===== src/rtl/pc_redirect_ctrl.sv =====
// Fetch-stage PC sequencer.
// Merges the EX branch and ID jump redirects, stalls the PC for load-use
// hazards and instruction-memory wait states, and parks a redirect that
// arrives during a wait until the memory can accept it. It also drives the
// IF/ID and ID/EX flush/stall controls and two saturating performance counters.
module pc_redirect_ctrl #(
   parameter int ADDR_WIDTH = 32,
   parameter int CNT_WIDTH  = 32
) (
   input  logic                  Clk,
   input  logic                  Reset,
   input  logic                  ID_Jump,
   input  logic [ADDR_WIDTH-1:0] ID_PC_dest,
   input  logic                  EX_PC_Branch,
   input  logic [ADDR_WIDTH-1:0] EX_PC_Branch_dest,
   input  logic                  ID_LoadUse,
   input  logic                  IMEM_Ready,
   output logic                  PC_Stall,
   output logic                  PC_Redirect,
   output logic [ADDR_WIDTH-1:0] PC_Redirect_dest,
   output logic                  IF_Flush,
   output logic                  ID_Flush,
   output logic                  ID_Stall,
   output logic [CNT_WIDTH-1:0]  Stall_Count,
   output logic [CNT_WIDTH-1:0]  Redirect_Count
);

   typedef enum logic [1:0] {
      RUN        = 2'd0,
      WAIT_MEM   = 2'd1,
      PEND_REDIR = 2'd2
   } state_t;

   localparam logic [CNT_WIDTH-1:0] CNT_ONE = {{(CNT_WIDTH-1){1'b0}}, 1'b1};

   state_t                  state_q, state_d;
   logic [ADDR_WIDTH-1:0]   pend_dest_q, pend_dest_d;
   logic                    pend_is_branch_q, pend_is_branch_d;
   logic [CNT_WIDTH-1:0]    stall_cnt_q, redir_cnt_q;

   // A jump seen alongside a load-use hazard belongs to the stalled
   // instruction; it reasserts once the bubble has been inserted.
   logic                    jump_ok;
   assign jump_ok = ID_Jump & ~ID_LoadUse;

   // Control outputs and next state, combinational from state and requests.
   always_comb begin
      PC_Stall         = 1'b0;
      PC_Redirect      = 1'b0;
      PC_Redirect_dest = '0;
      IF_Flush         = 1'b0;
      ID_Flush         = 1'b0;
      ID_Stall         = 1'b0;
      state_d          = state_q;
      pend_dest_d      = pend_dest_q;
      pend_is_branch_d = pend_is_branch_q;

      if (!Reset) begin
         unique case (state_q)
            // WAIT_MEM behaves as RUN: once the memory is ready the normal
            // rules apply in the same cycle; while it is not, a redirect is
            // parked so it is not lost behind the stall.
            RUN, WAIT_MEM: begin
               if (IMEM_Ready) begin
                  state_d = RUN;
                  if (EX_PC_Branch) begin
                     // Branch squashes everything younger, including a
                     // load-use victim and any wrong-path jump in ID.
                     PC_Redirect      = 1'b1;
                     PC_Redirect_dest = EX_PC_Branch_dest;
                     IF_Flush         = 1'b1;
                     ID_Flush         = 1'b1;
                  end else if (ID_LoadUse) begin
                     // Hold PC and IF/ID, inject a bubble into ID/EX.
                     PC_Stall = 1'b1;
                     ID_Stall = 1'b1;
                     ID_Flush = 1'b1;
                  end else if (ID_Jump) begin
                     PC_Redirect      = 1'b1;
                     PC_Redirect_dest = ID_PC_dest;
                     IF_Flush         = 1'b1;
                  end
               end else begin
                  PC_Stall = 1'b1;
                  ID_Stall = 1'b1;
                  if (EX_PC_Branch) begin
                     IF_Flush         = 1'b1;
                     ID_Flush         = 1'b1;
                     pend_dest_d      = EX_PC_Branch_dest;
                     pend_is_branch_d = 1'b1;
                     state_d          = PEND_REDIR;
                  end else if (jump_ok) begin
                     IF_Flush         = 1'b1;
                     pend_dest_d      = ID_PC_dest;
                     pend_is_branch_d = 1'b0;
                     state_d          = PEND_REDIR;
                  end else begin
                     state_d = WAIT_MEM;
                  end
               end
            end

            // A redirect is parked; apply it as soon as the memory is ready.
            PEND_REDIR: begin
               if (IMEM_Ready) begin
                  // The word fetched this cycle is wrong-path.
                  PC_Redirect      = 1'b1;
                  PC_Redirect_dest = pend_dest_q;
                  IF_Flush         = 1'b1;
                  state_d          = RUN;
               end else begin
                  PC_Stall = 1'b1;
                  if (EX_PC_Branch) begin
                     pend_dest_d      = EX_PC_Branch_dest;
                     pend_is_branch_d = 1'b1;
                  end else if (ID_Jump && !pend_is_branch_q) begin
                     // A jump cannot displace a branch: it would be on the
                     // branch's wrong path.
                     pend_dest_d = ID_PC_dest;
                  end
               end
            end

            default: state_d = RUN;
         endcase
      end
   end

   // State, parked redirect and saturating counters.
   always_ff @(posedge Clk) begin
      if (Reset) begin
         state_q          <= RUN;
         pend_dest_q      <= '0;
         pend_is_branch_q <= 1'b0;
         stall_cnt_q      <= '0;
         redir_cnt_q      <= '0;
      end else begin
         state_q          <= state_d;
         pend_dest_q      <= pend_dest_d;
         pend_is_branch_q <= pend_is_branch_d;
         if (PC_Stall && (stall_cnt_q != {CNT_WIDTH{1'b1}})) begin
            stall_cnt_q <= stall_cnt_q + CNT_ONE;
         end
         if (PC_Redirect && (redir_cnt_q != {CNT_WIDTH{1'b1}})) begin
            redir_cnt_q <= redir_cnt_q + CNT_ONE;
         end
      end
   end

   assign Stall_Count    = stall_cnt_q;
   assign Redirect_Count = redir_cnt_q;

endmodule


===== config.mk =====
export PLATFORM = sky130hd
export DESIGN_NAME = pc_redirect_ctrl
export DESIGN_NICKNAME = d
export VERILOG_FILES = /design/src/rtl/pc_redirect_ctrl.sv
export SDC_FILE = /design/constraint.sdc
export NUM_CORES = 1
export LEC_CHECK = 0
export ABC_AREA = 0
export CORE_ASPECT_RATIO = 1.25
export CORE_MARGIN = 2
export CORE_UTILIZATION = 44
export CTS_BUF_LIST = sky130_fd_sc_hd__clkbuf_8
export DETAILED_ROUTE_END_ITERATION = 6
export PLACE_DENSITY = 0.78
export SYNTH_ARGS = -nofsm -noshare
export SYNTH_HDL_FRONTEND = slang
export SYNTH_SLANG_ARGS = --single-unit

===== constraint.sdc =====
create_clock -name Clk -period 1.95 [get_ports Clk]
set_clock_uncertainty 0.1 [all_clocks]
set_input_delay 0.195 -clock Clk [delete_from_list [all_inputs] [get_ports Clk]]
set_output_delay 0.195 -clock Clk [all_outputs]
set_load 0.01 [all_outputs]

### Word level (Yosys, flattened, before mapping)

Cells that the tools add are included.

* multipliers: 0
* multiplexer cells: 50
* div/mod/pow operators: 0
* magnitude comparators: 0
* shift-type cells: 0
* $add $sub $neg: 2
* eq/ne operators: 10
* reduce and logical (&&, ||, !) cells: 9
* bitwise gates (word level): 2

Operators by type and width (count)
* $mux W32: 12
* $pmux W32 S2: 2
* $add A32 B1 Y32 const B: 2
* $ne A32 B32 Y1 const B: 2
* $mux W1: 27
* $reduce_and A5 Y1: 2
* $mux W2: 4
* $ne A2 B2 Y1 const B: 4
* $pmux W1 S2: 4
* $ne A3 B3 Y1 const B: 2
* $pmux W2 S2: 1
* $logic_and A1 B1 Y1: 3
* $eq A2 B1 Y1 const B: 1
* $eq A2 B2 Y1 const B: 1
* $logic_not A2 Y1: 1
* $reduce_bool A2 Y1: 1
* $reduce_or A2 Y1: 1
* $and A1 B1 Y1: 1
* $logic_not A1 Y1: 1
* $not A1 Y1: 1

* register bits after elaboration: 99
* bits in read-only memories: 0
* word-level logic and storage cells: 78
* bits of input ports: 70
* bits in latches: 0
* memories kept: 0
* RAM bits: 0
* output and inout port bits: 101

### Depth between registers and ports, before layout

Gate-level depths: netlist of the first run.

* depth in word-level cells: 7
* depth in mapped cells: 8
* mapped depth without buffers: 6

### Worst setup path after synthesis of the first run

OpenSTA, ideal clock, no wires.

* kind: register to register
* start: register redir_cnt_q[0] (netlist: Redirect_Count[0])
* end: register redir_cnt_q[11] (netlist: Redirect_Count[11])
* cell stages (with the launch flop): 9
* required time: 1735 ps
* setup time: 115 ps
* slack: -170 ps
* arrival: 1906 ps
* period minus slack after synthesis: 2120 ps
* buffers on the path: 2
* cell sequence: dfxtp_1 ha_1 and4_1 nand4_1 o31ai_2 buf_4 buf_4 nor4_1 o21a_1

* longest elaborated chain between the ends: 2
* elaborated cells on any way between the ends: 3
* classes of those cells: add/sub (1); eq/ne (1); reduce/logical (1)

Ends and longest elaborated chain
* start: declaration: RTL line 39 `logic [CNT_WIDTH-1:0] stall_cnt_q, redir_cnt_q;`
* start signal: assignment: RTL line 145 `redir_cnt_q <= redir_cnt_q + CNT_ONE;`
* parallel branches: the longest is 2 deep, another holds $add A32 B1 Y32

Parallel ways; which one is timed is not known.
A chain may end at the register's enable or synchronous reset.

### Worst setup path in the final report of the first run

* start: register redir_cnt_q[0] (netlist: Redirect_Count[0])
* end: register redir_cnt_q[20] (netlist: Redirect_Count[20])

The elaborated chain is that of the path after synthesis.

==> impl_metrics.tcl, run 1 <==
set metrics [dict create \
    grt_max_degree 55 \
    synth-seq-cells 99 \
    cts_sinks 99 \
    finalNetCount 1066 \
    die_x_um 106 \
    final_util 0.774 \
    ys_seq_area_frac 0.344 \
    dpl.hpwl_mm 13.6 \
    syn_to_final_growth_pct 71.1 \
    core-area_um2 12700 \
    route.detailed.drc 0 \
    wl_mm 23.4 \
    critPathRequiredTime_ns 2.14 \
    vias 7058 \
    max_cap_viol_count 0 \
    grt_pass1_vias 6738 \
    worst_slew_pin_slew_ns 0.600 \
    regArea_um2 2040 \
    dieArea_um2 14000 \
    finalHoldWorstSlack_ns 0.130 \
    critPathMaxFanout 5 \
    cts-root-buf "clkbuf_8" \
    swShare 0.291 \
    routed_via_density 6.04 \
    synth_area_um2 5760 \
    clockBufferDepth 2 \
    h-tree-depth 3 \
    async_flop_share 0 \
    clkPwrFrac 0.302 \
    setup_viol 59 \
    fin_crit_ns 2.20 \
    synth_top_flop_cell "dfxtp_1" \
    min_path_type "in2reg" \
    antenna_left 0 \
    critPathCaptureType "flop" \
    drt_first_pass_iters 5 \
    worstPathArrival_ns 2.39 \
    powerDensity_nw_per_um2 471 \
    violations "negative setup slack" \
    filler_cell_count 812 \
    wl_per_cell_um 20.0 \
    max_slew_margin 0.600 \
    cts_made_buffers 9 \
    fin_setup_tns_ns -3.23 \
    p_comb_frac 0.237 \
    gr-usage-all-layers 0.286 \
    slew_viol_final 0 \
    hold_viol_final 0 \
    die_h_um 132 \
    post-route-period-util 1.13 \
    p_seq_frac 0.461 \
    io_buffers 170 \
    max_stage_delay_ns 0.38 \
    synth_edf_count 0 \
    rsz0062_at_grt "yes" \
    multi_input_area_um2 4040 \
    row_count 46 \
    path_clk_slew_ns 0.10 \
    grt.overflow.total 0 \
    gp_congestion 0.886 \
    switchingPower_uw 1350 \
    layout_setup_ws_ns -0.254 \
    ys.warnings.count 0 \
    first_iter_violations 422 \
    cp-start-kind "flop" \
    cp_cell_sequence "ha_4, nand4_1, nor4_4, o211ai_1, buf_4, or3_4, a21oi_1" \
    start_util 0.453 \
    internal-power_uw 3290 \
    clock_latency_ns 0.37 \
    syn_nets 754 \
    criticalPathCategory "reg2reg" \
    antenna_found_initial 0 \
    p_leak_uw 0.00377 \
    p_total_uw 4640 \
    slowest_stage "dfxtp_2" \
    run_status "finished, violations left" \
    cts_tree "built" \
    num_io_pins 171 \
    syn_avg_cell_area_um2 8.44 \
    grt_first_pass_wirelength_mm 32.9 \
    max_freq_mhz 454 \
    irDropWorstVdd_uv 384 \
    drive_above_1_share 0.381 \
    syn_inst 682 \
    synth_cell_types 56 \
]
cell usage after synthesis (all sizes together) (2+ instances only):
| library cell | number | area, µm² |
|---|---|---|
| and4 | 13 | 114 |
| nor2b | 9 | 56.3 |
| nor3 | 7 | 40.0 |
| a22o | 32 | 280 |
| a21oi | 45 | 225 |
| buf | 16 | 111 |
| nand2 | 29 | 109 |
| nor2 | 93 | 352 |
| o41ai | 7 | 61.3 |
| nand2b | 2 | 20.0 |
| o311ai | 6 | 70.1 |
| a22oi | 32 | 240 |
| o21a | 5 | 37.5 |
| and2 | 4 | 25.0 |
| a211oi | 33 | 260 |
| inv | 11 | 41.3 |
| o211ai | 4 | 30.0 |
| nand4 | 19 | 134 |
| dfxtp | 99 | 1980 |
| o21ai | 27 | 143 |
| clkbuf | 36 | 135 |
| nor4 | 11 | 96.3 |
| o31a | 3 | 26.3 |
| or4b | 2 | 20.0 |
| mux2i | 34 | 340 |
| xor2 | 3 | 26.3 |
| mux2 | 8 | 90.1 |
| or4 | 17 | 128 |
| or3 | 23 | 144 |
| o31ai | 22 | 175 |
| nand3 | 12 | 70.1 |
| o2111ai | 4 | 35.0 |
| ha | 2 | 25.0 |
| and3 | 5 | 31.3 |
critical path, delay by kind of cell, from the launching register on:
family	cells	cell delay, ns
flops	1	0.38
buf+inv	1	0.21
simple gates	3	0.87
fa+ha+maj	1	0.16
compound gates	2	0.41
kinds of logic after synthesis:
logic type                 after synthesis  share of synthesized area
DFF                                     99                      0.344
AOI/OAI and AO/OA                      223                      0.283
adders and majority gates                2                    0.00435
buffers and inverters                   63                     0.0500
and+or+nand+nor                        250                      0.239
muxes                                   42                     0.0748
xor gates and xnor gates                 3                    0.00457
path summary, 6_finish.rpt:
| kind | slack [ns] | cells past startpoint | end | startpoint |
|---|---|---|---|---|
| setup / recovery | -0.25 | 7 | Redirect_Count[20] | Redirect_Count[0] |
| hold / removal | 0.13 | 3 | pend_is_branch_q | EX_PC_Branch |
| setup reg to reg | -0.25 | 7 | Redirect_Count[20] | Redirect_Count[0] |
| hold reg to reg | 0.39 | 2 | Stall_Count[21] | Stall_Count[21] |
metal layers:
layer,GRT usage,vias to the layer above,wire [µm]
met3,0.0425,59,1310
li1,-,3250,-
met1,0.318,3433,8780
met5,0,-,0
met4,0.137,0,730
met2,0.527,316,12600
through the flow:
stage	cell area, µm²	setup slack, ns	std cells
CTS	9230	-0.125	1132
finish	9850	-0.254	1168
detailed placement	8440	-0.500	1087
global route	9850	-0.322	1167
global placement	8440	-0.430	1087
floorplan	5800	0.000156	682
registers in the layout, summed over array words and instances (netlist names):
register,cells
pend_is_branch_q,1
pend_dest_q,32
Stall_Count,32
Redirect_Count,32
state_q,2
area by class of cell:
cell class,instances,area share
Tap cell,168,0.0213
Antenna cell,1,0.000254
Inverter,11,0.00419
Clock buffer,10,0.0140
Multi-Input combinational cell,520,0.410
Timing Repair Buffer,353,0.337
Sequential cell,99,0.207
Clock inverter,6,0.00661
what timing repair did:
action,CTS,global route
buffers inserted,21,36
pin swaps,33,59
hold buffers,0,0
gates resized for setup,204,119
gates cloned,8,4
endpoints found under the setup margin,68,104
power by group through the flow:
stage	clock network, µW	registers, µW	logic, µW
6_report	1400	2140	1100
5_1_grt	1490	2150	1160
4_1_cts	1420	2140	983
3_5_place_dp	0	2180	858
3_3_place_gp	0	2180	833
2_1_floorplan	0	2180	423
layout by cell type, fill, tap and decap left out, types with 7 or more instances in the layout:
cell	count
a211oi_1	31
a21oi_1	35
a21oi_2	9
a22o_1	32
a22oi_2	31
and4_1	7
buf_12	12
buf_2	35
buf_4	136
buf_6	26
clkbuf_8	10
clkdlybuf4s50_1	128
dfxtp_1	72
dfxtp_2	19
dfxtp_4	8
inv_1	12
mux2_2	7
mux2i_1	34
nand2_1	28
nand3_1	9
nand4_1	18
nor2_1	85
nor2b_1	8
o21ai_0	21
o31ai_1	19
o41ai_1	7
or3_1	16
or3_4	7
or4_1	13
No activity file was read; power rests on OpenSTA's default activity.
==> run 2: changes to the inputs <==
--- a/config.mk
+++ b/config.mk
@@ -8,10 +8,10 @@
 export ABC_AREA = 0
 export CORE_ASPECT_RATIO = 1.25
 export CORE_MARGIN = 2
-export CORE_UTILIZATION = 44
+export CORE_UTILIZATION = 45
 export CTS_BUF_LIST = sky130_fd_sc_hd__clkbuf_8
 export DETAILED_ROUTE_END_ITERATION = 6
-export PLACE_DENSITY = 0.78
+export DONT_BUFFER_PORTS = 1
 export SYNTH_ARGS = -nofsm -noshare
 export SYNTH_HDL_FRONTEND = slang
 export SYNTH_SLANG_ARGS = --single-unit
==> run 2 against run 1 <==
Net effect:
- the flow still finishes with violations (negative setup slack)
- flip-flop and latch count unchanged
- final area decreased by 13%
- routed wire length shrank 11%
- non-clock buffer count down 134
==> impl_metrics.tcl, run 2 (synthesis gave the netlist of run 1 again) <==
set metrics [dict create \
    run_status "finished, violations left" \
    violations "negative setup slack" \
    dpl-instance-area_um2 6670 \
    layout_common_cells "buf_4 (115), dlygate4sd3_1 (75), dfxtp_1 (74)" \
    worstPathArrival_ns 1.71 \
    antenna_found_initial 0 \
    die_h_um 130 \
    worst_slew_pin_slew_ns 0.476 \
    row_count 46 \
    setup_viol 27 \
    met1_length_mm 7.79 \
    wl_mm 20.9 \
    layout_setup_ws_ns -0.0534 \
    max_freq_mhz 499 \
    clockBufferDepth 2 \
    critPathCaptureType "output pin" \
    dp.cells 910 \
    finalNetCount 932 \
    postLayoutCellArea_um2 8570 \
    hold_viol_final 0 \
    route.detailed.drc 0 \
    max_stage_delay_ns 0.37 \
    path_clk_slew_ns 0.09 \
    start_util 0.457 \
    p_leak_uw 0.00317 \
    dpl.hpwl_mm 11.4 \
    first_iter_violations 406 \
    antenna_cells 0 \
    die_x_um 105 \
    syn_to_final_growth_pct 48.9 \
    post-route-period-util 1.03 \
    grt_first_pass_wirelength_mm 28.4 \
    antenna_left 0 \
    criticalPathCategory "reg2out" \
    cp_cell_sequence "buf_8, buf_6, nor2b_4, clkbuf_16, a22oi_2, nor2_2" \
    grt_max_degree 82 \
    final_common_cell "buf_4" \
    dieArea_um2 13700 \
    drive_above_1_share 0.355 \
    met3_length_mm 1.41 \
    h-tree-depth 3 \
    io_buffers 0 \
    min_path_type "in2reg" \
    route.met2.wl_mm 11.1 \
    core-area_um2 12600 \
    drt_first_pass_iters 5 \
    rsz0062_at_grt "yes" \
    irDropWorstVdd_uv 445 \
    grt_pass1_vias 5802 \
    routed_via_density 6.19 \
    gp_congestion 0.819 \
    fin_crit_ns 2.00 \
    cts_made_buffers 9 \
    slew_viol_final 0 \
    cts-root-buf "clkbuf_8" \
    vias 6393 \
    critPathMaxFanout 8 \
    wl_per_cell_um 20.2 \
    critPathRequiredTime_ns 1.65 \
    layout.cells.non_filler 1032 \
    cts_tree "built" \
    slowest_stage "dfxtp_4" \
    max_slew_margin 0.681 \
    gr-usage-all-layers 0.255 \
    cp-start-kind "flop" \
    num_io_pins 171 \
    max_cap_viol_count 0 \
    powerDensity_nw_per_um2 517 \
    highest_layer "met4" \
    clock_latency_ns 0.37 \
    filler_cell_count 959 \
    cts_sinks 99 \
    grt.overflow.total 0 \
]
==> run 2: worst paths after layout <==
| check | from | endpoint | slack, ns | cells past startpoint |
|---|---|---|---|---|
| hold / removal | Reset | Stall_Count[19] | 0.02 | 2 |
| setup reg to reg | Redirect_Count[0] | Redirect_Count[26] | -0.03 | 7 |
| hold reg to reg | pend_dest_q[8] | pend_dest_q[8] | 0.41 | 2 |
| setup / recovery | state_q[1] | PC_Redirect_dest[27] | -0.05 | 6 |
==> run 2: final cells by class <==
class / instances / area, µm² / share of cell area
inverter: 11 / 41.3 / 0.00482
tap: 168 / 210 / 0.0245
clock inverter: 4 / 42.5 / 0.00496
sequential: 99 / 2020 / 0.235
clock buffer: 11 / 151 / 0.0177
multi-input combinational: 520 / 3960 / 0.462
timing repair buffer: 219 / 2150 / 0.251
==> run 2: per-stage QoR <==
| stage | setup TNS (ns) | util | hold slack (ns) | total power, µW | worst slack (ns) |
|---|---|---|---|---|---|
| after global placement | -0.0368 | 0.529 | 0.169 | 2670 | -0.0203 |
| after floorplan | 0 | - | 0.329 | 2610 | 0.000156 |
| after global routing | -3.16 | 0.680 | 0.00801 | 4580 | -0.111 |
| final | -0.500 | 0.680 | 0.0199 | 4430 | -0.0534 |
| after detailed placement | -0.0807 | 0.529 | 0.174 | 2690 | -0.0418 |
| after CTS | -1.04 | 0.628 | 0.00520 | 4250 | -0.0596 |
==> run 2: timing repair <==
item | CTS | global route
gates resized for setup | 26 | 109
gates cloned | 3 | 9
pin swaps | 9 | 35
hold endpoints to repair | 87 | 0
endpoints found under the setup margin | 40 | 107
setup buffers | 9 | 11
hold buffers | 77 | 0
==> run 2: critical path, delay by kind of cell (launching register included) <==
| kind | cells | cell delay (ns) |
|---|---|---|
| buffers and inverters | 3 | 0.47 |
| and+or+nand+nor | 2 | 0.43 |
| DFF | 1 | 0.37 |
| AOI/OAI and AO/OA | 1 | 0.07 |
==> run 2: routing by layer <==
| layer | vias up | global-route usage |
|---|---|---|
| li1 | 2988 | - |
| met1 | 3092 | 0.290 |
| met2 | 265 | 0.476 |
| met3 | 48 | 0.0526 |
| met4 | 0 | 0.0839 |
| met5 | - | 0 |
==> run 2: report_power, final <==
| group | internal [µW] | switching (µW) | leakage, µW |
|---|---|---|---|
| combinational | 468 | 460 | 0.00225 |
| clock | 647 | 709 | 0.000108 |
| sequential | 2090 | 51.1 | 0.000818 |
==> run 3: changes to the inputs <==
--- a/config.mk
+++ b/config.mk
@@ -12,6 +12,7 @@
 export CTS_BUF_LIST = sky130_fd_sc_hd__clkbuf_8
 export DETAILED_ROUTE_END_ITERATION = 6
 export DONT_BUFFER_PORTS = 1
+export PLACE_DENSITY = 0.63
 export SYNTH_ARGS = -nofsm -noshare
 export SYNTH_HDL_FRONTEND = slang
 export SYNTH_SLANG_ARGS = --single-unit
==> run 3 against run 2 <==
Net effect:
- the flow still finishes with violations (negative setup slack)
- final area increased by 3.5%
- sequential share of layout area decreased by 0.81 points
- critical path depth increased by 2
- clock power decreased by 3%
- register-to-register slack about the same
- critical endpoint is now PC_Redirect_dest[29]
==> impl_metrics.tcl, run 3 (synthesis gave the netlist of run 1 again) <==
set metrics [dict create \
    gr-usage-all-layers 0.268 \
    p_comb_frac 0.222 \
    drive_above_1_share 0.368 \
    cp_cell_sequence "buf_6, buf_6, nor2b_4, buf_6, buf_6, buf_8, a22oi_2, nor2_2" \
    place_worst_setup_slack_ns -0.0387 \
    path_clk_slew_ns 0.10 \
    gp_congestion 0.869 \
    wl_per_cell_um 20.0 \
    switchingPower_uw 1290 \
    multi_input_area_um2 3970 \
    layout_common_cells "buf_4 (140), dfxtp_1 (79), dlygate4sd3_1 (78)" \
    routed_via_density 6.21 \
    max_freq_mhz 495 \
    max_stage_delay_ns 0.37 \
    drt_first_pass_iters 5 \
    min_path_type "in2reg" \
    irDropWorstVdd_uv 342 \
    swShare 0.288 \
    filler_cell_count 909 \
    io_buffers 0 \
    cts_sinks 99 \
    route.detailed.drc 0 \
    cts_made_buffers 9 \
    syn_to_final_growth_pct 54.1 \
    vias 6653 \
    dpl.hpwl_mm 11.5 \
    num_io_pins 171 \
    antenna_cells 0 \
    max_slew_margin 0.661 \
    max_cap_viol_count 0 \
    die_x_um 105 \
    slew_viol_final 0 \
    criticalPathCategory "reg2out" \
    grt_first_pass_wirelength_mm 29.9 \
    antenna_found_initial 0 \
    worstPathArrival_ns 1.72 \
    internal-power_uw 3170 \
    regArea_um2 2010 \
    finalHoldWorstSlack_ns 0.0786 \
    h-tree-depth 3 \
    critPathCaptureType "output pin" \
    die_h_um 130 \
    row_count 46 \
    violations "negative setup slack" \
    hold_viol_final 0 \
    p_total_uw 4460 \
    path_buf_inv 5 \
    clockBufferDepth 2 \
    cts-root-buf "clkbuf_8" \
    post-route-period-util 1.04 \
    powerDensity_nw_per_um2 503 \
    critPathRequiredTime_ns 1.65 \
    cp-start-kind "flop" \
    slowest_stage "dfxtp_4" \
    core-area_um2 12600 \
    finalNetCount 971 \
    setup_viol 21 \
    run_status "finished, violations left" \
    start_util 0.457 \
    clock_latency_ns 0.38 \
    wl_mm 21.4 \
    first_iter_violations 351 \
    postLayoutCellArea_um2 8870 \
    fin_setup_tns_ns -0.718 \
    cp_top_family "buffers and inverters" \
    final_common_cell "buf_4" \
    clkPwrFrac 0.296 \
    p_seq_frac 0.482 \
    dieArea_um2 13700 \
    worst_slew_pin_slew_ns 0.505 \
    rsz0062_at_grt "yes" \
    cts_tree "built" \
    layout_setup_ws_ns -0.0691 \
    dpl-instance-area_um2 6810 \
    grt_pass1_vias 6158 \
    fin_crit_ns 2.02 \
    critPathMaxFanout 8 \
    grt.overflow.total 0 \
    cpMostUsedCell "buf_6" \
    antenna_left 0 \
    grt_max_degree 83 \
    p_leak_uw 0.00336 \
]
-- run 3: final timing paths --
check,start,endpoint,slack (ns),cells after the start
worst max-delay path,state_q[1],PC_Redirect_dest[29],-0.07,8
worst min-delay path,ID_Jump,pend_is_branch_q,0.08,4
worst max register to register,Stall_Count[15],Stall_Count[19],-0.03,7
worst min register to register,Redirect_Count[6],Redirect_Count[6],0.39,2
-- run 3: worst register-to-register path: cells and delay by family (launching register included) --
kind / cells / cell delay (ns)
AND/OR/NAND/NOR: 3 / 0.50
AO/OA/AOI/OAI: 1 / 0.38
flip-flops: 1 / 0.36
multiplexers: 1 / 0.27
buffers and inverters: 2 / 0.26
-- run 3: cell type report --
type,count,share of cell area
multi-input cells,520,0.447
clock buffers,9,0.0140
flip-flops and latches,99,0.227
well taps,168,0.0237
repair buffers,258,0.277
clock inverters,6,0.00578
inverters,11,0.00465
-- run 3: metrics by stage --
step / utilization / std cells
3_5_place_dp: 0.540 / 926
6_report: 0.704 / 1071
3_3_place_gp: 0.540 / 926
5_1_grt: 0.704 / 1071
2_1_floorplan: - / 682
4_1_cts: 0.638 / 1029
-- run 3: what timing repair did --
action | 4_1_cts | 5_1_grt
setup endpoints to repair | 56 | 90
hold endpoints to repair | 88 | 1
pin swaps | 7 | 56
hold buffers | 80 | 1
cloned | 2 | 8
gates resized for setup | 34 | 116
setup buffers | 6 | 35
-- run 3: power groups by stage --
stage | registers (µW) | clock network [µW] | logic (µW)
after floorplan | 2180 | 0 | 423
after global placement | 2170 | 0 | 508
after detailed placement | 2180 | 0 | 526
after CTS | 2130 | 1320 | 771
after global routing | 2150 | 1390 | 1040
final | 2150 | 1320 | 990
-- run 3: per-layer routing --
layer  up-vias  track usage  wire (µm)
li1       3057            -          -
met1      3193        0.301       8140
met2       347        0.494      11000
met3        56       0.0521       1650
met4         0        0.124        608
met5         -            0          0
